<file path="src/rtl/traffic_pkg.sv">
// Shared aspect/fault encodings and default timing for the traffic light controller
// and its downstream lamp conflict monitor.
package traffic_pkg;

  typedef enum logic [2:0] {
    RED    = 3'd0,
    YELLOW = 3'd1,
    GREEN  = 3'd2,
    DARK   = 3'd3,
    MULTI  = 3'd4
  } aspect_t;

  typedef enum logic [2:0] {
    FC_NONE  = 3'd0,
    FC_MULTI = 3'd1,
    FC_DARK  = 3'd2,
    FC_SEQ   = 3'd3,
    FC_DWELL = 3'd4
  } fault_t;

  typedef enum logic [1:0] {
    ST_INIT    = 2'd0,
    ST_MONITOR = 2'd1,
    ST_FAULT   = 2'd2
  } mon_state_t;

  localparam int unsigned T_CNT_W      = 8;
  localparam int unsigned T_MIN_RED    = 20;
  localparam int unsigned T_MIN_YELLOW = 2;
  localparam int unsigned T_MIN_GREEN  = 15;
  localparam int unsigned T_DARK_MAX   = 3;
  localparam int unsigned T_FLASH_HALF = 5;

  function automatic aspect_t decode_aspect(input logic r, input logic y, input logic g);
    aspect_t a;
    case ({r, y, g})
      3'b100:  a = RED;
      3'b010:  a = YELLOW;
      3'b001:  a = GREEN;
      3'b000:  a = DARK;
      default: a = MULTI;
    endcase
    return a;
  endfunction

  // The only legal aspect changes: RED->GREEN->YELLOW->RED.
  function automatic logic legal_step(input aspect_t from, input aspect_t to);
    return ((from == RED)    && (to == GREEN))  ||
           ((from == GREEN)  && (to == YELLOW)) ||
           ((from == YELLOW) && (to == RED));
  endfunction

endpackage

</file>
<file path="src/rtl/lamp_flasher.sv">
// Square-wave generator for the fault lamp: lit for half_period cycles, dark for
// half_period cycles, restarting lit on the first cycle that en is seen high.
module lamp_flasher #(
  parameter int unsigned CNT_W = 8
) (
  input  logic             clk,
  input  logic             reset,
  input  logic             en,
  input  logic [CNT_W-1:0] half_period,
  output logic             blink
);

  logic             en_q;
  logic [CNT_W-1:0] cnt_q;
  logic             blink_q;
  logic             wrap;

  assign wrap  = ({1'b0, cnt_q} + {{CNT_W{1'b0}}, 1'b1}) >= {1'b0, half_period};
  assign blink = blink_q;

  always_ff @(posedge clk) begin
    if (reset) begin
      en_q    <= 1'b0;
      cnt_q   <= '0;
      blink_q <= 1'b1;
    end else begin
      en_q <= en;
      // Advance only once en has been high for a full cycle; otherwise hold at the lit phase start.
      if (en && en_q) begin
        if (wrap) begin
          cnt_q   <= '0;
          blink_q <= ~blink_q;
        end else begin
          cnt_q <= cnt_q + CNT_W'(1);
        end
      end else begin
        cnt_q   <= '0;
        blink_q <= 1'b1;
      end
    end
  end

endmodule

</file>
<file path="src/rtl/lamp_conflict_monitor.sv">
// Lamp conflict monitor: registers the controller's R/Y/G aspect onto the lamps and
// forces flashing red with a latched fault code on any multi-lamp, dark, sequence or dwell violation.
module lamp_conflict_monitor
  import traffic_pkg::*;
#(
  parameter int unsigned CNT_W      = T_CNT_W,
  parameter int unsigned MIN_RED    = T_MIN_RED,
  parameter int unsigned MIN_GREEN  = T_MIN_GREEN,
  parameter int unsigned MIN_YELLOW = T_MIN_YELLOW,
  parameter int unsigned DARK_MAX   = T_DARK_MAX,
  parameter int unsigned FLASH_HALF = T_FLASH_HALF
) (
  input  logic       clk,
  input  logic       reset,
  input  logic       r_in,
  input  logic       y_in,
  input  logic       g_in,
  input  logic       clr_fault,
  output logic       r_out,
  output logic       y_out,
  output logic       g_out,
  output logic       fault,
  output logic [2:0] fault_code
);

  localparam logic [CNT_W-1:0] CNT_MAX      = '1;
  localparam logic [CNT_W-1:0] MIN_RED_C    = CNT_W'(MIN_RED);
  localparam logic [CNT_W-1:0] MIN_GREEN_C  = CNT_W'(MIN_GREEN);
  localparam logic [CNT_W-1:0] MIN_YELLOW_C = CNT_W'(MIN_YELLOW);
  localparam logic [CNT_W-1:0] DARK_MAX_C   = CNT_W'(DARK_MAX);
  localparam logic [CNT_W-1:0] FLASH_HALF_C = CNT_W'(FLASH_HALF);

  aspect_t          asp;
  mon_state_t       state_q, state_d;
  aspect_t          last_q, last_d;
  logic [CNT_W-1:0] dwell_q, dwell_d;
  logic [CNT_W-1:0] dark_q, dark_d;
  fault_t           code_q, code_d;
  logic             r_q, y_q, g_q;
  logic             r_d, y_d, g_d;

  logic [CNT_W-1:0] dwell_inc, dark_inc, min_dwell;
  logic             v_multi, v_dark, v_seq, v_dwell;
  logic             blink;

  assign asp = decode_aspect(r_in, y_in, g_in);

  // Saturating increments so a very long hold can never wrap into a false short dwell.
  assign dwell_inc = (dwell_q == CNT_MAX) ? dwell_q : dwell_q + CNT_W'(1);
  assign dark_inc  = (dark_q  == CNT_MAX) ? dark_q  : dark_q  + CNT_W'(1);

  always_comb begin
    case (last_q)
      GREEN:   min_dwell = MIN_GREEN_C;
      YELLOW:  min_dwell = MIN_YELLOW_C;
      default: min_dwell = MIN_RED_C;
    endcase
  end

  always_comb begin
    state_d = state_q;
    last_d  = last_q;
    dwell_d = dwell_q;
    dark_d  = dark_q;
    code_d  = code_q;
    v_multi = 1'b0;
    v_dark  = 1'b0;
    v_seq   = 1'b0;
    v_dwell = 1'b0;

    case (state_q)
      ST_INIT: begin
        last_d  = RED;
        dwell_d = '0;
        dark_d  = '0;
        if (asp == RED) begin
          state_d = ST_MONITOR;
          dwell_d = CNT_W'(1);
        end
      end

      ST_MONITOR: begin
        case (asp)
          MULTI: v_multi = 1'b1;
          DARK: begin
            dark_d = dark_inc;
            v_dark = dark_inc > DARK_MAX_C;
          end
          default: begin
            dark_d = '0;
            if (asp == last_q) begin
              dwell_d = dwell_inc;
            end else if (!legal_step(last_q, asp)) begin
              v_seq = 1'b1;
            end else if (dwell_q < min_dwell) begin
              v_dwell = 1'b1;
            end else begin
              dwell_d = CNT_W'(1);
              last_d  = asp;
            end
          end
        endcase

        if (v_multi) begin
          state_d = ST_FAULT;
          code_d  = FC_MULTI;
        end else if (v_seq) begin
          state_d = ST_FAULT;
          code_d  = FC_SEQ;
        end else if (v_dwell) begin
          state_d = ST_FAULT;
          code_d  = FC_DWELL;
        end else if (v_dark) begin
          state_d = ST_FAULT;
          code_d  = FC_DARK;
        end
      end

      ST_FAULT: begin
        if (clr_fault && (asp == RED)) begin
          state_d = ST_INIT;
          code_d  = FC_NONE;
        end
      end

      default: state_d = ST_INIT;
    endcase

    // Lamps follow the inputs only when this cycle stays clean; otherwise solid red (flash overrides in FAULT).
    if (state_d == ST_MONITOR) begin
      {r_d, y_d, g_d} = {r_in, y_in, g_in};
    end else begin
      {r_d, y_d, g_d} = 3'b100;
    end
  end

  always_ff @(posedge clk) begin
    if (reset) begin
      state_q <= ST_INIT;
      last_q  <= RED;
      dwell_q <= '0;
      dark_q  <= '0;
      code_q  <= FC_NONE;
      r_q     <= 1'b1;
      y_q     <= 1'b0;
      g_q     <= 1'b0;
    end else begin
      state_q <= state_d;
      last_q  <= last_d;
      dwell_q <= dwell_d;
      dark_q  <= dark_d;
      code_q  <= code_d;
      r_q     <= r_d;
      y_q     <= y_d;
      g_q     <= g_d;
    end
  end

  lamp_flasher #(
    .CNT_W(CNT_W)
  ) u_flasher (
    .clk        (clk),
    .reset      (reset),
    .en         (state_d == ST_FAULT),
    .half_period(FLASH_HALF_C),
    .blink      (blink)
  );

  assign r_out      = (state_q == ST_FAULT) ? blink : r_q;
  assign y_out      = y_q;
  assign g_out      = g_q;
  assign fault      = (state_q == ST_FAULT);
  assign fault_code = code_q;

endmodule

</file>
<file path="config.mk">
export PLATFORM = sky130hd
export DESIGN_NAME = lamp_conflict_monitor
export DESIGN_NICKNAME = d
export VERILOG_FILES = /design/src/rtl/traffic_pkg.sv /design/src/rtl/lamp_flasher.sv /design/src/rtl/lamp_conflict_monitor.sv
export SDC_FILE = /design/constraint.sdc
export NUM_CORES = 1
export LEC_CHECK = 0
export CORE_MARGIN = 1
export CORE_UTILIZATION = 50
export CTS_CLUSTER_DIAMETER = 40
export DETAILED_ROUTE_END_ITERATION = 12
export PLACE_DENSITY_LB_ADDON = 0.08
export SYNTH_ARGS = -nofsm -noshare
export SYNTH_HDL_FRONTEND = slang
export SYNTH_SLANG_ARGS = --single-unit
</file>
<file path="constraint.sdc">
create_clock -name clk -period 3.1 [get_ports clk]
set_input_delay 0.93 -clock clk [delete_from_list [all_inputs] [get_ports clk]]
set_output_delay 0.93 -clock clk [all_outputs]
set_load 0.1 [all_outputs]
</file>
# --- Word level (Yosys, flattened, before mapping) ---
# Cells that the tools add are included.
word_totals:
  register_bits: 37
  inputBits: 6
  output_inout_bits: 7
  wordCells: 112
classes:
  addsub: 4
  magnitude_cmp: 3
  n_eq_ne: 26
  mux: 44
  bitwise_logic: 3
  reduce_logical: 21
ops:
  columns: ["op", "n"]
  rows:
  - ["$mux 8", 6]
  - ["$pmux 8 s2", 3]
  - ["$mux 3", 9]
  - ["$add 8x1->8 const B", 3]
  - ["$eq 8x8->1 const B", 2]
  - ["$mux 1", 15]
  - ["$eq 3x2->1 const B", 4]
  - ["$mux 2", 6]
  - ["$pmux 3 s2", 2]
  - ["$pmux 3 s4", 1]
  - ["$ne 2x2->1 const B", 5]
  - ["$pmux 5 s2", 1]
  - ["$reduce_and 5->1", 2]
  - ["$add 8x1->9 const B", 1]
  - ["$eq 3x1->1 const B", 3]
  - ["$ge 9x3->1 const B", 1]
  - ["$logic_not 3->1", 3]
  - ["$ne 3x3->1 const B", 3]
  - ["$gt 8x2->1 const B", 1]
  - ["$lt 8x8->1", 1]
  - ["$eq 3x3->1 const B", 2]
  - ["$pmux 2 s3", 1]
  - ["$reduce_or 2->1", 3]
  - ["$logic_and 1x1->1", 5]
  - ["other kinds (12)", 18]

# --- Depth between registers and ports, before layout ---
logic_depth:
  word_depth: 18
  ltp_mapped: 14

# --- Cells and area by module ---
# From an unflattened synthesis, not the netlist that was laid out.
unflattened:
  cells_unflattened: 289
  hier_area_um2: 2448.6
by_module_without_submodules:
  columns: ["mod", "n_inst", "cells_per_inst", "area_each_um2", "seq_area_each_um2"]
  rows:
  - ["lamp_conflict_monitor", 1, 224, 1786.7, 540.5]
  - ["lamp_flasher", 1, 65, 661.9, 200.2]

# --- Worst setup path before layout ---
# OpenSTA, ideal clock, no wires.
synth_timing:
  kind: "reg2out"
  from: "reg state_q[0]"
  to: "out r_out"
  arrival_ns: 2.063
  required_time_ns: 2.170
  slack_ns: 0.107
  path_stages_with_launch: 5
  cell_sequence: "dfxtp_1 inv_1 ha_1 clkbuf_1 mux2_2"
synth_via:
  elab_chain_len: 2
synth_rtl:
  columns: ["element", "line", "rtl"]
  rows:
  - ["start: declaration", "lamp_conflict_monitor.sv:34", "mon_state_t state_q, state_d;"]
  - ["start signal: assignment", "lamp_conflict_monitor.sv:148", "state_q <= state_d;"]
  - ["$eq 2x2->1", null, null]
  - ["via fault", "lamp_conflict_monitor.sv:22", "output logic fault,"]
  - ["$mux 1", "lamp_conflict_monitor.sv:169", "assign r_out = (state_q == ST_FAULT) ? blink : r_q;"]
  - ["end: declaration", "lamp_conflict_monitor.sv:19", "output logic r_out,"]
# The timed path passes the listed nets, and every way through them passes these cells.

# --- Final worst setup path ---
layout_timing:
  from: "in g_in"
  to: "reg dwell_q[6]"
layout_via:
  elab_chain_len: 8
  elab_cells_between_ends: 25
  classes_between: "eq/ne: 12; mux: 4; reduce/logical: 9"
layout_rtl:
  columns: ["element", "line", "rtl"]
  rows:
  - ["start: declaration", "lamp_conflict_monitor.sv:17", "input logic g_in,"]
  - ["$eq 3x1->1, or another cell as far along", "traffic_pkg.sv:36", "case ({r, y, g})"]
  - ["$pmux 3 s4 (*)", "traffic_pkg.sv:36", null]
  - ["$eq 3x2->1 or $eq 3x1->1 (tied branches)", "traffic_pkg.sv:48, traffic_pkg.sv:49", null]
  - ["$logic_and 1x1->1, on equally long branches", "traffic_pkg.sv:48, traffic_pkg.sv:49", null]
  - ["$logic_or 1x1->1", "traffic_pkg.sv:48", "return ((from == RED) && (to == GREEN)) ||"]
  - ["$logic_or 1x1->1", "traffic_pkg.sv:49", "((from == GREEN) && (to == YELLOW)) ||"]
  - ["$ne 3x3->1 (no source line)", null, null]
  - ["$reduce_and 5->1 (no source line)", null, null]
  - ["end signal: assignment", "lamp_conflict_monitor.sv:150", "dwell_q <= dwell_d;"]
  - ["end: declaration", "lamp_conflict_monitor.sv:36", "logic [CNT_W-1:0] dwell_q, dwell_d;"]
# Mark *: on every way between the ends. The rest lies on a longest branch, timed or not. The select of a mux whose other input is x is not followed.
# A chain may end at the register's enable or synchronous reset.

==> impl_metrics.yaml <==
worst_setup_path:
  crit_path_max_fanout: 12
  r2r_end: "dwell_q[3]$_SDFFE_PP0P_"
  reg2reg_depth: 12
  cp_slowest_cell: "clkdlybuf4s50_1"
  reg2reg_from: "last_q[1]$_SDFFE_PP0P_"
  required_ns: 3.33
  arrival_ns: 3.15
  crit_chain: "clkdlybuf4s50_1 > or4_4 > a31oi_4 > a21boi_4 > a21oi_4 > or4_1 > a21oi_1"
  worstSetupPathType: "in -> reg"
  crit_buf_inv: 1
  end_kind: "register"
  critPathTopFamily: "simple AND/OR/NAND/NOR gates"
  slowest_delay_ns: 0.51
  start_kind: "primary input"
  r2r_slack_ns: 0.29
logic_synthesis:
  async_flop_share_pct: 0
  netlist_area_um2: 2228
  synth_simple_gate_area_share_pct: 27.23
  synth-seq-cells: 37
  yosys.cell_types.count: 56
  synth_compound_area_share_pct: 23.53
  netlist_instances: 277
  synth-edff-count: 0
  synth_adder_area_share_pct: 7.187
  synthMuxAreaShare_pct: 2.302
  avgSynthCellArea_um2: 8.045
  synth-main-ff-cell: "dfxtp_1"
  ys_warn_count: 0
  ys_seq_area_share_pct: 33.24
  post_synth_xor_area_fraction_pct: 1.179
  synth_top_family_by_area: "simple AND/OR/NAND/NOR gates"
cells_and_area:
  final_cell_mix: "dfxtp_1, buf_4, nor2_1"
  layout_commonest_cell: "dfxtp_1"
  postLayoutCellArea_um2: 2656
  n_antenna_cell: 0
  drive_gt1_share_pct: 16.29
  final_nets: 324
  area_delta_synth_final_pct: 19.20
sta:
  final.min_clock_period_ns: 2.922
  drv_slew: 0
  rsz0062_at_grt: "no"
  fin_crit_sh_pct: 94.25
  relSlewSlack_pct: 64.16
  finalHoldViolations: 0
  finalClockSkew_ns: 0.006177
  setup_ws_ns: 0.1781
  timing.setup.tns_ns: 0
  tightestPinTransition_ns: 0.5331
  final-setup-viol-count: 0
  fmax_ghz: 0.3422
clocking:
  cts_tree: "yes"
  numCtsBuffers: 5
  root_buffer: "clkbuf_8"
  htree_num_levels: 2
  cts.clk_slew.worst_paths_ns: 0.08
  clk_latency_ns: 0.29
  cts.sink_count: 37
  post_cts_buffers: 0
  clockBufferDepth: 2
die:
  fp.dieW_um: 68.76
  design.core.area_um2: 4144
  initial_core_util_pct: 53.77
  rows: 23
  design.die.area_um2: 4728
  die_y_um: 68.76
  io_pins: 13
min_path:
  whs_path_depth: 1
  hold_class: "reg -> reg"
  hold_start: "u_flasher.en_q$_SDFF_PP0_"
  min_to: "u_flasher.blink$_SDFFE_PP1P_"
place:
  pre_cts_slack_ns: -0.1332
  post_dp_cell_area_um2: 2505
  port-buffer-count: 12
  dp_hpwl_um: 3737
  gp_congestion: 0.8761
power:
  p_per_area_nw_per_um2: 431.9
  leakage_uw: 0.001010
  power_uw: 1147
  ir_worst_vdd_v: 0.0002539
detailed_routing:
  routed_wl_um: 5035
  via_per_inst: 5.880
  drt-pass1-iter-count: 4
  num_vias: 2099
  wl_per_cell_um: 14.10
  ant_nets: 0
  drc_errors: 0
  drt_iter0_markers: 105
global_route:
  overflow: 0
  grt_pass1_vias: 1848
  grt_pass1_wl_um: 8286
  grt_usage_pct: 23.88
  antenna_found_initial: 0
  grt_max_degree: 14
run:
  maxCapViolations: 0
run_status:
  outcome: "complete, no violations"
worst reg2reg max path, cell delays in order (launching register included):
cell and delay, ns:
dfxtp_1 0.35, or2b_1 0.26, or2_2 0.29, o21ai_0 0.13, inv_1 0.08, ha_1 0.18
a211o_1 0.22, a21oi_1 0.16, o21ai_1 0.15, nand3_1 0.28, nand2_1 0.11, or4_1 0.47
nand2_1 0.07
what timing repair did:
action / 4_1_cts / 5_1_grt
resized for setup: 0 / 3
setup endpoints to repair: 0 / 14
hold buffers: 0 / 0
cells by family (layout without fill, tap and decap cells):
group	Yosys count	count (layout)
xor gates and xnor gates	3	3
other	1	5
DFF	37	37
AOI/OAI and AO/OA	76	76
muxes	5	5
and+or+nand+nor	116	116
adders and majority gates	13	13
buffers and inverters	26	52
routing by layer:
layer  global-route usage, %  routed length (um)  part of all wire, %
met5                       0                   0                    0
met4                   7.653                  63                  1.3
met3                   4.934                 227                  4.5
met2                   38.24                2300                   46
met1                   31.96                2444                   49
through the flow:
stage                     util, %  std cells  hold slack [ns]
final                       64.10        357           0.4226
after global routing        64.10        357           0.4375
after CTS                   63.77        357           0.4251
after detailed placement    60.45        349           0.3983
after global placement      60.45        349           0.4045
after floorplan                 -        281           0.3829
final cells by class:
type,instances,area (um^2)
inverter,11,41.29
fill,381,1488
timing repair buffer,33,272.8
multi-input combinational,218,1401
tap,50,62.56
clock inverter,3,68.82
clock buffer,5,68.82
sequential,37,740.7
sequential cells by signal (all words and copies together), names as in the netlist:
register	cells
dark_q	8
dwell_q	8
u_flasher.cnt_q	8
fault_code	3
last_q	3
state_q	2
g_out	1
r_q	1
u_flasher.blink	1
u_flasher.en_q	1
y_out	1
report_power, final:
group	switching (uW)	leakage [uW]	internal, uW
Clock	182	0.0000687	324
Combinational	94.7	0.000641	56.6
Sequential	5.75	0.000301	484
Total	283	0.00101	865
cells in the mapped netlist (2+ instances only):
cell | number | area (um^2)
nand2b_1 | 5 | 31.28
a211oi_1 | 4 | 30.03
a31o_2 | 2 | 17.52
o21a_1 | 2 | 15.01
nand3b_1 | 2 | 15.01
or4_1 | 4 | 30.03
xnor2_1 | 3 | 26.28
o21ai_0 | 16 | 80.08
nor3_1 | 10 | 50.05
nand4_1 | 3 | 18.77
a41oi_1 | 3 | 26.28
nor4_1 | 2 | 12.51
or3_1 | 3 | 18.77
nor2b_1 | 4 | 25.02
or2_2 | 4 | 25.02
nand3_1 | 13 | 65.06
mux2i_1 | 4 | 40.04
a21boi_0 | 2 | 15.01
o211ai_1 | 2 | 15.01
nand2_1 | 22 | 82.58
buf_2 | 2 | 10.01
inv_1 | 11 | 41.29
a311oi_1 | 3 | 26.28
clkbuf_1 | 10 | 37.54
ha_1 | 12 | 150.1
buf_6 | 2 | 22.52
a21oi_1 | 17 | 85.08
nor2_1 | 25 | 93.84
o31ai_1 | 6 | 45.04
and2_1 | 4 | 25.02
a31oi_1 | 7 | 43.79
and3_1 | 8 | 50.05
dfxtp_1 | 37 | 740.7
worst max path at each step:
stage	slack, ns	startpoint	depth (start not counted)	end
after floorplan	0.11	state_q[0]$_SDFF_PP0_	4	r_out
after global placement	-0.08	y_in	7	dwell_q[5]$_SDFFE_PP0P_
after detailed placement	-0.13	g_in	7	dwell_q[6]$_SDFFE_PP0P_
after CTS	0.16	g_in	9	dwell_q[1]$_SDFFE_PP0P_
after global routing	0.03	g_in	9	dwell_q[6]$_SDFFE_PP0P_
final	0.18	g_in	7	dwell_q[6]$_SDFFE_PP0P_
(Power assumes the default switching activity.)
